## src/rtl/intc_ctrl.sv

```systemverilog
// rtl/intc_ctrl.sv - memory-mapped interrupt controller: edge latch, mask, priority select, inta/EOI handshake
// Optional level-triggered sources enabled by defining INTC_LEVEL_TRIG_EN.
module intc_ctrl #(
    parameter int          NSRC      = 8,
    parameter logic [31:0] BASE_ADDR = 32'h00000F00
) (
    input  logic            Clk,
    input  logic            Clrn,
    input  logic [NSRC-1:0] src,
    input  logic [31:0]     Addr,
    input  logic [31:0]     Wdata,
    input  logic            We,
    output logic [31:0]     Rdata,
    output logic            Sel,
    output logic            intr,
    input  logic            inta,
    output logic [4:0]      vec
);

`ifdef INTC_LEVEL_TRIG_EN
    localparam logic [31:0] WIN_BYTES = 32'd20;
`else
    localparam logic [31:0] WIN_BYTES = 32'd16;
`endif

    typedef enum logic [1:0] {IDLE, REQ, SERV} state_t;

    state_t          state_q, state_d;
    logic [NSRC-1:0] pend_q, pend_d;
    logic [NSRC-1:0] mask_q, mask_d;
    logic [NSRC-1:0] src_prev_q;
    logic [4:0]      vec_q, vec_d;
    logic [NSRC-1:0] req, set_edge, w1c, ack_clr, pend_edge;
    logic            req_any;
    logic [3:0]      idx;
    logic [31:0]     off;
    logic [2:0]      word;
    logic            wr_pend, wr_mask, wr_eoi;
    logic            unused_bits;

    // Offset wraps for addresses below the base, so a single compare covers both bounds.
    assign off  = Addr - BASE_ADDR;
    assign Sel  = (off < WIN_BYTES);
    assign word = off[4:2];
    assign unused_bits = ^{off[31:5], off[1:0], Wdata};

    assign wr_pend = We & Sel & (word == 3'd0);
    assign wr_mask = We & Sel & (word == 3'd1);
    assign wr_eoi  = We & Sel & (word == 3'd3);

    assign req      = pend_q & mask_q;
    assign req_any  = |req;
    assign set_edge = src & ~src_prev_q;
    assign w1c      = wr_pend ? Wdata[NSRC-1:0] : '0;

    always_comb begin
        idx = 4'd0;
        for (int i = NSRC - 1; i >= 0; i--) begin
            if (req[i]) idx = 4'(i);
        end
    end

    always_comb begin
        state_d = state_q;
        vec_d   = vec_q;
        ack_clr = '0;
        case (state_q)
            IDLE: if (req_any) state_d = REQ;
            REQ: begin
                if (inta) begin
                    vec_d   = {1'b1, idx};
                    ack_clr = req_any ? (NSRC'(1) << idx) : '0;
                    state_d = SERV;
                end else if (!req_any) begin
                    state_d = IDLE;
                end
            end
            SERV: begin
                if (wr_eoi) begin
                    vec_d   = 5'd0;
                    state_d = IDLE;
                end
            end
            default: state_d = IDLE;
        endcase
    end

    // A new edge outranks both software W1C and the acknowledge clear.
    assign pend_edge = (pend_q & ~w1c & ~ack_clr) | set_edge;
    assign mask_d    = wr_mask ? Wdata[NSRC-1:0] : mask_q;

`ifdef INTC_LEVEL_TRIG_EN
    logic [NSRC-1:0] trig_q, trig_d;
    logic            wr_trig;

    assign wr_trig = We & Sel & (word == 3'd4);
    assign trig_d  = wr_trig ? Wdata[NSRC-1:0] : trig_q;
    assign pend_d  = (pend_edge & ~trig_q) | (src & trig_q);

    always_ff @(posedge Clk) begin
        if (Clrn) trig_q <= '0;
        else      trig_q <= trig_d;
    end
`else
    assign pend_d = pend_edge;
`endif

    always_ff @(posedge Clk) begin
        src_prev_q <= src;
        if (Clrn) begin
            state_q <= IDLE;
            pend_q  <= '0;
            mask_q  <= '0;
            vec_q   <= 5'd0;
        end else begin
            state_q <= state_d;
            pend_q  <= pend_d;
            mask_q  <= mask_d;
            vec_q   <= vec_d;
        end
    end

    assign intr = (state_q == REQ);
    assign vec  = vec_q;

    always_comb begin
        Rdata = 32'd0;
        if (Sel) begin
            case (word)
                3'd0: Rdata = {{(32-NSRC){1'b0}}, pend_q};
                3'd1: Rdata = {{(32-NSRC){1'b0}}, mask_q};
                3'd2: Rdata = {27'd0, vec_q};
`ifdef INTC_LEVEL_TRIG_EN
                3'd4: Rdata = {{(32-NSRC){1'b0}}, trig_q};
`endif
                default: Rdata = 32'd0;
            endcase
        end
    end

endmodule

```

## config.mk

```make
export PLATFORM = sky130hd
export DESIGN_NAME = intc_ctrl
export DESIGN_NICKNAME = d
export VERILOG_FILES = /design/src/rtl/intc_ctrl.sv
export SDC_FILE = /design/constraint.sdc
export NUM_CORES = 1
export LEC_CHECK = 0
export ABC_AREA = 1
export BUFFER_PORTS_ARGS = -buffer_cell sky130_fd_sc_hd__buf_2
export CELL_PAD_IN_SITES_DETAIL_PLACEMENT = 0
export CELL_PAD_IN_SITES_GLOBAL_PLACEMENT = 1
export CORE_ASPECT_RATIO = 1.4
export CORE_UTILIZATION = 30
export CTS_CLUSTER_SIZE = 24
export DETAILED_ROUTE_END_ITERATION = 10
export PLACE_DENSITY = 0.81
export SLEW_MARGIN = 20
export SYNTH_ARGS = -nofsm -noshare
export SYNTH_HDL_FRONTEND = slang
export SYNTH_SLANG_ARGS = --single-unit
```

## constraint.sdc

```tcl
create_clock -name Clk -period 3.2 [get_ports Clk]
set_clock_uncertainty 0.2 [all_clocks]
set_input_delay 0.64 -clock Clk [delete_from_list [all_inputs] [get_ports Clk]]
set_output_delay 0.64 -clock Clk [all_outputs]
set_load 0.02 [all_outputs]
```

### After elaboration in Yosys (flattened, before gate mapping)

Index checks and enable logic that the tools add are counted.

| operators by class | value |
|---|---|
| add/subtract/negate cells | 1 |
| $lt $le $gt $ge | 1 |
| eq/ne operators | 9 |
| shift operators | 1 |
| mux-type cells | 22 |
| bitwise operators | 12 |
| reductions and logical operators | 6 |

Operators with widths:

| operator | count |
|---|---|
| two-way mux 8 bit | 5 |
| bitwise AND 8 bit | 4 |
| < comparator 32 x 5 -> 1 bit (second input constant) | 1 |
| subtractor 32 x 12 -> 32 bit (second input constant) | 1 |
| two-way mux 4 bit | 7 |
| NOT 8 bit | 3 |
| case mux 8 bit (3 select lines) | 1 |
| two-way mux 5 bit | 2 |
| case mux 5 bit (2 select lines) | 1 |
| two-way mux 2 bit | 4 |
| OR 8 bit | 1 |
| OR reduction 8 bit | 1 |
| << shifter 1 x 4 -> 8 bit (first input constant) | 1 |
| == test 3 x 2 -> 1 bit (second input constant) | 2 |
| case mux 2 bit (3 select lines) | 1 |
| AND reduction 3 bit | 2 |
| bitwise AND 1 bit | 4 |
| != test 2 bit (second input constant) | 2 |
| == test 3 x 1 -> 1 bit (second input constant) | 1 |
| zero test 3 bit | 1 |
| two-way mux 3 bit | 1 |
| != test 3 bit (second input constant) | 1 |
| == test 2 x 1 -> 1 bit (second input constant) | 1 |
| == test 2 bit (second input constant) | 1 |
| other kinds (3) | 3 |

| storage, ports and cells | value |
|---|---|
| flip-flop bits (word level) | 31 |
| input port bits | 76 |
| output and inout port bits | 39 |
| word-level logic and storage cells | 57 |

### Longest topological paths before layout

Gate-level depths: netlist of the first run.

| logic depth | value |
|---|---|
| word-level depth | 16 |
| gate-level depth with buffers | 15 |
| depth with buffers taken out | 14 |

### Least setup slack after synthesis of the first run

OpenSTA, ideal clock, no wires.

| timing path | value |
|---|---|
| path type | input-to-output |
| start point | in Addr[15] |
| end point | out Rdata[0] |
| arrival time | 2.145 ns |
| data required time | 2.360 ns |
| setup slack | 0.215 ns |
| stages on the path | 9 |
| buffers on the path | 0 |
| cells stage by stage | nor2_1 > nand2_2 > nor2_4 > nand3_1 > xor2_1 > nand3_2 > nor2_4 > o31ai_1 > a31oi_1 |

| on the way | value |
|---|---|
| cells in the longest elaborated chain, start to end | 3 |

Ends and longest elaborated chain:

| element | line | text |
|---|---|---|
| from (decl) | 10 | `input logic [31:0] Addr,` |
| subtractor 32 x 12 -> 32 bit | 42 | `assign off = Addr - BASE_ADDR;` |
| < comparator 32 x 5 -> 1 bit | 43 | `assign Sel = (off < WIN_BYTES);` |
| net Sel | 14 | `output logic Sel,` |
| two-way mux 8 bit | 128 | `if (Sel) begin` |
| to (decl) | 13 | `output logic [31:0] Rdata,` |

The timed path passes the listed nets, and every way through them passes these cells.

### Worst setup path after layout of the first run

| timing path | value |
|---|---|
| start point | in Addr[13] |
| end point | out Rdata[1] |

| on the way | value |
|---|---|
| cells in the longest elaborated chain, start to end | 3 |

Ends and longest elaborated chain:

| element | line |
|---|---|
| subtractor 32 x 12 -> 32 bit | 42 |
| < comparator 32 x 5 -> 1 bit | 43 |
| two-way mux 8 bit | 128 |

Every way passes these cells.

==> results.sh, run 1 <==
export IMPL_result_of_the_run="finished clean"
export IMPL_antenna_violating_nets_post_route=0
export IMPL_cp_arrival_ps=2260
export IMPL_initial_core_util_pct=31.33
export IMPL_type_of_element_capturing_the_critical_path="output port"
export IMPL_endpoint="Rdata[1]"
export IMPL_post_route_cells_drive_above_1_share_pct=25.59
export IMPL_die_area_sq_um=6863
export IMPL_cts_htree_levels=2
export IMPL_detail_route_wl_per_cell_microns=11.16
export IMPL_drt_total_wl_microns=5076
export IMPL_synthDominantCellAreaShare_pct=30.65
export IMPL_async_reset_ff_share_pct=0
export IMPL_syn_instance_count=310
export IMPL_timing_reg2reg_worst_path_depth=9
export IMPL_max_vdd_ir_drop_mv=0.3547
export IMPL_io_pin_count=115
export IMPL_clock_tree_from_tritoncts="built"
export IMPL_grt_use_total_pct=14.93
export IMPL_max_freq_ghz=0.3226
export IMPL_tritoncts_buffer_count=5
export IMPL_leakage_nw=1.168
export IMPL_maximum_capacitance_violations=0
export IMPL_netlist_top_cells_area="dfxtp_1, nand2_1, buf_4, nand3_1, inv_1"
export IMPL_remaining_drc_errors=0
export IMPL_syn_cell_area_sq_um=1959
export IMPL_min_period_over_period_pct=96.88
export IMPL_cts_sinks=30
export IMPL_gp_congestion=0.8333
export IMPL_critical_path_slowest_cell="nor2_2"
export IMPL_power_per_cell_area_nw_per_um2=326.1
export IMPL_placement_io_buffers=63
export IMPL_synth_xor_area_share_pct=0.4470
export IMPL_synth_simple_gate_area_share_pct=38.25
export IMPL_max_stage_delay_ps=210
export IMPL_cts_root_to_sink_buffers=2
export IMPL_hold_vio_cnt_final=0
export IMPL_report_final_setup_viol=0
export IMPL_grt_pass1_vias=1931
export IMPL_crit_chain="buf_2 -> nor2_4 -> nand2_4 -> nor2_2 -> nand3_1 -> nand2_1 -> nand4_1 -> nor2_4 -> o31ai_1 -> buf_4 -> a31oi_2 -> buf_4"
export IMPL_critical_path_reg2reg_endpoint="pend_q[3]$_SDFF_PP0_"
export IMPL_grt_setup_unrepaired="yes"
export IMPL_routed_via_count=2045
export IMPL_edff_count_synth=0
export IMPL_area_grow_syn2layout_pct=23.88
export IMPL_worst_setup_path_start_kind="primary input"
export IMPL_synth_yosys_seq_area_share_pct=30.65
export IMPL_worst_skew_pair_late_latency_ps=280
export IMPL_grt_max_degree=23
export IMPL_chipWidth_microns=70.30
export IMPL_synth_lib_cells_used_distinct=27
export IMPL_hp_class="primary input to flip-flop"
export IMPL_postLayoutSetupSlackWorst_ps=99.85
export IMPL_finalWorstPathRequiredPeriod_ps=3100
export IMPL_first_iter_violations=52
export IMPL_crit_cells=12
export IMPL_clock_tree_root_cell="clkbuf_8"
export IMPL_core_area_sq_um=6254
export IMPL_cts_repair_timing_setup_buffer_count=0
export IMPL_final_util_pct=38.82
export IMPL_nets=459
export IMPL_synth_compound_area_share_pct=12.26
export IMPL_mean_syn_cell_area_sq_um=6.321
export IMPL_report_final_slew_viol_count=0
export IMPL_rows=34
export IMPL_dp_cells=447
export IMPL_die_y_microns=97.63
export IMPL_timing_critical_path_from="Addr[13]"
export IMPL_timing_critical_path_required_ps=2360
export IMPL_finish_cell_count_without_fillers=455
export IMPL_overflow=0
export IMPL_grt_first_pass_wirelength_microns=8280
export IMPL_synth_yosys_warnings=0
export IMPL_post_synth_fa_ha_maj_area_fraction_pct=0
export IMPL_worst_setup_hold_path_clk_slew_ps=70
export IMPL_synth_area_mux_share_pct=0
export IMPL_synth_main_ff_cell="dfxtp_1"
export IMPL_yosysTopAreaCell="dfxtp_1"
export IMPL_n_antenna_cell=0
export IMPL_synth_top_cells_by_count="nand2_1, inv_1, nor2_1"
export IMPL_setup_reg_to_reg_worst_slack_ps=1370
export IMPL_synth_top_family_by_area="simple AND/OR/NAND/NOR gates"
export IMPL_preCtsSetupSlack_ps=16.40
export IMPL_critical_path_peak_fanout=4
export IMPL_regToRegStartpoint="pend_q[2]$_SDFF_PP0_"
export IMPL_synth_ff_latch_count=30
export IMPL_crit_type="primary input to output port"
export IMPL_critical_path_top_delay_family="simple AND/OR/NAND/NOR gates"
export IMPL_fin_total_pwr_mw=0.7916
export IMPL_post_dp_hpwl_microns=4011
export IMPL_antenna_found_initial=0
export IMPL_detail_route_vias_per_cell=4.495
export IMPL_synthMostInstantiatedCell="nand2_1"
export IMPL_drt_first_pass_iters=4
export IMPL_critical_path_n_buffers_inverters=3
export IMPL_postCtsHoldBufs=0
==> layout by cell type (no fill, tap or decap) <==
cell type / Yosys / routed
a31oi_2: 0 / 2
nor3_2: 0 / 1
o31ai_1: 1 / 1
xor2_1: 1 / 1
buf_2: 0 / 58
a21oi_2: 2 / 3
dfxtp_1: 30 / 30
o21a_1: 8 / 8
inv_1: 37 / 37
inv_2: 2 / 2
nand4_1: 3 / 3
nor3b_1: 1 / 1
nor2_1: 33 / 31
a21oi_1: 25 / 24
clkinv_2: 0 / 2
nand2_2: 2 / 1
clkbuf_8: 0 / 5
nor2_2: 3 / 5
nand2_4: 1 / 2
nor3_1: 6 / 5
nor2_4: 4 / 5
clkinv_1: 1 / 1
nand3_2: 1 / 1
conb_1: 1 / 25
buf_4: 25 / 11
a221oi_1: 2 / 2
nand2_1: 87 / 87
nand3_1: 29 / 29
==> where the power goes <==
group          switching (mW)  total [mW]  internal, mW
clock                   0.136       0.281         0.145
sequential            0.00655       0.392         0.386
combinational          0.0778       0.118        0.0402
total                   0.220       0.792         0.572
==> worst min path at each step <==
stage,startpoint,to,slack (ps),cells after the start
6_report,src[4],src_prev_q[4]$_DFF_P_,270,1
5_1_grt,src[6],src_prev_q[6]$_DFF_P_,260,1
4_1_cts,src[5],src_prev_q[5]$_DFF_P_,260,1
3_5_place_dp,src_prev_q[0]$_DFF_P_,pend_q[0]$_SDFF_PP0_,270,3
3_3_place_gp,src_prev_q[3]$_DFF_P_,pend_q[3]$_SDFF_PP0_,270,3
2_1_floorplan,src_prev_q[0]$_DFF_P_,pend_q[0]$_SDFF_PP0_,260,3
==> cell type report <==
class | instances | area [sq um]
inverters | 40 | 150.1
repair buffers | 69 | 372.9
multi-input cells | 237 | 1135
fillers | 694 | 3826
flip-flops and latches | 30 | 600.6
clock buffers | 5 | 68.82
clock inverters | 2 | 10.01
well taps | 72 | 90.09
==> layer usage <==
metal / global-route usage (%) / up-vias / wire length (microns)
met5: 0 / - / 0
met4: 4.308 / 0 / 46
met3: 2.697 / 5 / 311
met2: 27.40 / 67 / 2640
met1: 17.21 / 896 / 2078
li1: - / 1077 / -
==> cell families (layout without fill, tap and decap cells) <==
| logic type | count (synthesis) | in the layout |
|---|---|---|
| buf+inv | 68 | 116 |
| compound gates | 40 | 40 |
| simple gates | 170 | 171 |
| xor+xnor | 1 | 1 |
| other cells | 1 | 25 |
| flops | 30 | 30 |
==> sequential cells by signal, summed over array words and instances (netlist names) <==
| register | count |
|---|---|
| pend_q | 8 |
| state_q | 2 |
| src_prev_q | 8 |
| mask_q | 8 |
| vec | 4 |
==> through the flow <==
| stage | TNS, ps | hold slack (ps) | instance area (sq um) |
|---|---|---|---|
| floorplan | 0 | 258.0 | 2049 |
| global placement | 0 | 265.2 | 2293 |
| detailed placement | 0 | 273.0 | 2293 |
| CTS | 0 | 261.0 | 2377 |
| global route | -23.64 | 263.1 | 2427 |
| finish | 0 | 268.7 | 2427 |
==> timing repair <==
| item | in CTS | in global routing |
|---|---|---|
| setup endpoints to repair | 1 | 7 |
| cloned | 0 | 1 |
| pin swaps | 0 | 1 |
| hold endpoints to repair | 0 | 0 |
| gates resized for setup | 1 | 12 |
==> worst register-to-register path, delay by kind of cell, from the launching register on <==
family                 cells  cell delay, ps
DFF                        1             360
AOI/OAI and AO/OA          2             440
buffers and inverters      2             180
and+or+nand+nor            5             520
Note: power is estimated with default switching activity, not from simulation.
==> run 2, diff against run 1 <==
--- a/config.mk
+++ b/config.mk
@@ -10,10 +10,10 @@
 export CELL_PAD_IN_SITES_DETAIL_PLACEMENT = 0
 export CELL_PAD_IN_SITES_GLOBAL_PLACEMENT = 1
 export CORE_ASPECT_RATIO = 1.4
-export CORE_UTILIZATION = 30
+export CORE_UTILIZATION = 28
 export CTS_CLUSTER_SIZE = 24
 export DETAILED_ROUTE_END_ITERATION = 10
-export PLACE_DENSITY = 0.81
+export PLACE_DENSITY = 0.76
 export SLEW_MARGIN = 20
 export SYNTH_ARGS = -nofsm -noshare
 export SYNTH_HDL_FRONTEND = slang
==> constraint.sdc (replaced) <==
create_clock -name Clk -period 3.4 [get_ports Clk]
set_clock_uncertainty 0.2 [all_clocks]
set_input_delay 0.68 -clock Clk [delete_from_list [all_inputs] [get_ports Clk]]
set_output_delay 0.68 -clock Clk [all_outputs]
set_load 0.02 [all_outputs]
==> run 2 against run 1 <==
Effect of this change: sequential power is 5.9% lower; first-iteration DRC count is 7.7% lower; global-route usage shrank 0.24 points; cell area is 0.46% lower; worst setup slack better by 60 ps; largest cell class unchanged; cell count grew 4.4%; sequential share of layout area grew 0.12 points.
==> results.sh, run 2 (synthesis results as in run 1) <==
export IMPL_result_of_the_run="finished clean"
export IMPL_cts_root_to_sink_buffers=2
export IMPL_placement_io_buffers=63
export IMPL_report_final_setup_viol=0
export IMPL_io_pin_count=115
export IMPL_core_area_sq_um=6656
export IMPL_pwr_share_comb_pct=14.1
export IMPL_remaining_drc_errors=0
export IMPL_hold_vio_cnt_final=0
export IMPL_report_final_slew_viol_count=0
export IMPL_maximum_capacitance_violations=0
export IMPL_cts_htree_levels=2
export IMPL_max_stage_delay_ps=200
export IMPL_critical_path_n_buffers_inverters=3
export IMPL_critical_path_slowest_cell="buf_2"
export IMPL_layout_common_cells="nand2_1, buf_2, inv_1"
export IMPL_leakage_nw=1.159
export IMPL_routed_via_count=2074
export IMPL_finalWorstPathRequiredPeriod_ps=3240
export IMPL_worst_setup_path_start_kind="primary input"
export IMPL_relative_contribution_of_the_clock_network_to_total_power_pct=38.0
export IMPL_critical_path_top_delay_family="simple AND/OR/NAND/NOR gates"
export IMPL_overflow=0
export IMPL_clock_tree_from_tritoncts="built"
export IMPL_postCtsHoldBufs=0
export IMPL_power_per_cell_area_nw_per_um2=319.5
export IMPL_largest_registers="mask_q (8), pend_q (8), src_prev_q (8)"
export IMPL_hold_ws_ps=281.1
export IMPL_area_grow_syn2layout_pct=23.31
export IMPL_tritoncts_buffer_count=5
export IMPL_setup_tns_final_ps=0
export IMPL_min_period_over_period_pct=95.29
export IMPL_worst_setup_hold_path_clk_slew_ps=60
export IMPL_crit_chain="buf_2 -> nor2_1 -> nand2_2 -> nor2_4 -> nand3_1 -> nand2_1 -> nand2_1 -> nor2_2 -> nand3_2 -> nor2_4 -> o31ai_1 -> buf_4 -> a21oi_1 -> buf_2"
export IMPL_mostFrequentLayoutCell="nand2_1"
export IMPL_initial_core_util_pct=29.44
export IMPL_power_share_switching_pct=27.07
export IMPL_grt_max_degree=23
export IMPL_sequentialPowerShare_pct=47.9
export IMPL_grt_use_total_pct=14.69
export IMPL_detail_route_wl_per_cell_microns=11.01
export IMPL_grt_first_pass_wirelength_microns=8307
export IMPL_cts_sinks=30
export IMPL_finalInstanceArea_sq_um=2416
export IMPL_grt_pass1_vias=1951
export IMPL_detailed_place_area_sq_um=2296
export IMPL_drt_first_pass_iters=4
export IMPL_n_antenna_cell=0
export IMPL_drt_total_wl_microns=5232
export IMPL_worst_skew_pair_late_latency_ps=280
export IMPL_die_y_microns=101.0
export IMPL_timing_critical_path_required_ps=2520
export IMPL_post_route_cells_drive_above_1_share_pct=24.28
export IMPL_cell_int_power_mw=0.5630
export IMPL_gp_congestion=0.7969
export IMPL_cp_arrival_ps=2360
export IMPL_flip_flop_and_latch_area_sq_um=600.6
export IMPL_post_dp_hpwl_microns=4056
export IMPL_grt_setup_unrepaired="no"
export IMPL_chipWidth_microns=72.70
export IMPL_rows=35
export IMPL_die_area_sq_um=7341
export IMPL_type_of_element_capturing_the_critical_path="output port"
export IMPL_crit_type="primary input to output port"
export IMPL_nFillCells=776
export IMPL_antenna_found_initial=0
export IMPL_hp_class="flip-flop to flip-flop"
export IMPL_critical_path_peak_fanout=8
export IMPL_final_util_pct=36.30
export IMPL_nets=458
export IMPL_multiInputGateArea_sq_um=1106
export IMPL_detail_route_vias_per_cell=4.366
export IMPL_antenna_violating_nets_post_route=0
export IMPL_max_vdd_ir_drop_mv=0.2828
export IMPL_fin_total_pwr_mw=0.7719
export IMPL_first_iter_violations=48
export IMPL_clock_tree_root_cell="clkbuf_8"
export IMPL_net_switching_power_figure_mw=0.2090
export IMPL_max_freq_ghz=0.3087
-- run 2: what timing repair did --
item	in CTS	in global routing
hold endpoints to repair	0	0
setup buffers	0	2
resized for setup	0	2
endpoints found under the setup margin	0	6
-- run 2: worst paths after layout --
kind	from	endpoint	slack [ps]	cells after the start
min	src_prev_q[1]$_DFF_P_	pend_q[1]$_SDFF_PP0_	280	3
max	Addr[12]	Rdata[7]	160	14
min reg2reg	src_prev_q[1]$_DFF_P_	pend_q[1]$_SDFF_PP0_	280	3
max reg2reg	pend_q[6]$_SDFF_PP0_	pend_q[3]$_SDFF_PP0_	1550	9
-- run 2: layer usage --
layer	vias to the layer above	part of all wire (%)	GRT usage, %
met5	-	0	0
met4	0	1.3	5.430
met3	6	6.9	2.300
met2	72	52	28.40
met1	923	40	15.58
li1	1073	-	-
-- run 2: area by class of cell --
class,count,area share (%)
Timing Repair Buffer,68,14.60
Clock inverter,1,0.2071
Multi-Input combinational cell,237,45.78
Clock buffer,7,3.573
Inverter,40,6.214
Sequential cell,30,24.86
Tap cell,92,4.764
-- run 2: worst min-delay path: stages, from the launching register on --
cell,delay [ps]
dfxtp_1,300
inv_1,30
nand2_1,40
a21oi_1,50
-- run 2: per-stage QoR --
stage / setup WS [ps] / instances
after global placement: 88.31 / 464
after global routing: 2.595 / 475
after CTS: 71.74 / 472
after floorplan: 334.7 / 334
after detailed placement: 86.45 / 464
final: 160.1 / 475
-- run 2: power groups by stage --
stage	Combinational (mW)	Sequential (mW)	Clock, mW
after floorplan	0.0833	0.376	0
final	0.109	0.369	0.294
after CTS	0.108	0.369	0.301
after global placement	0.107	0.377	0
after detailed placement	0.107	0.377	0
after global routing	0.122	0.371	0.311
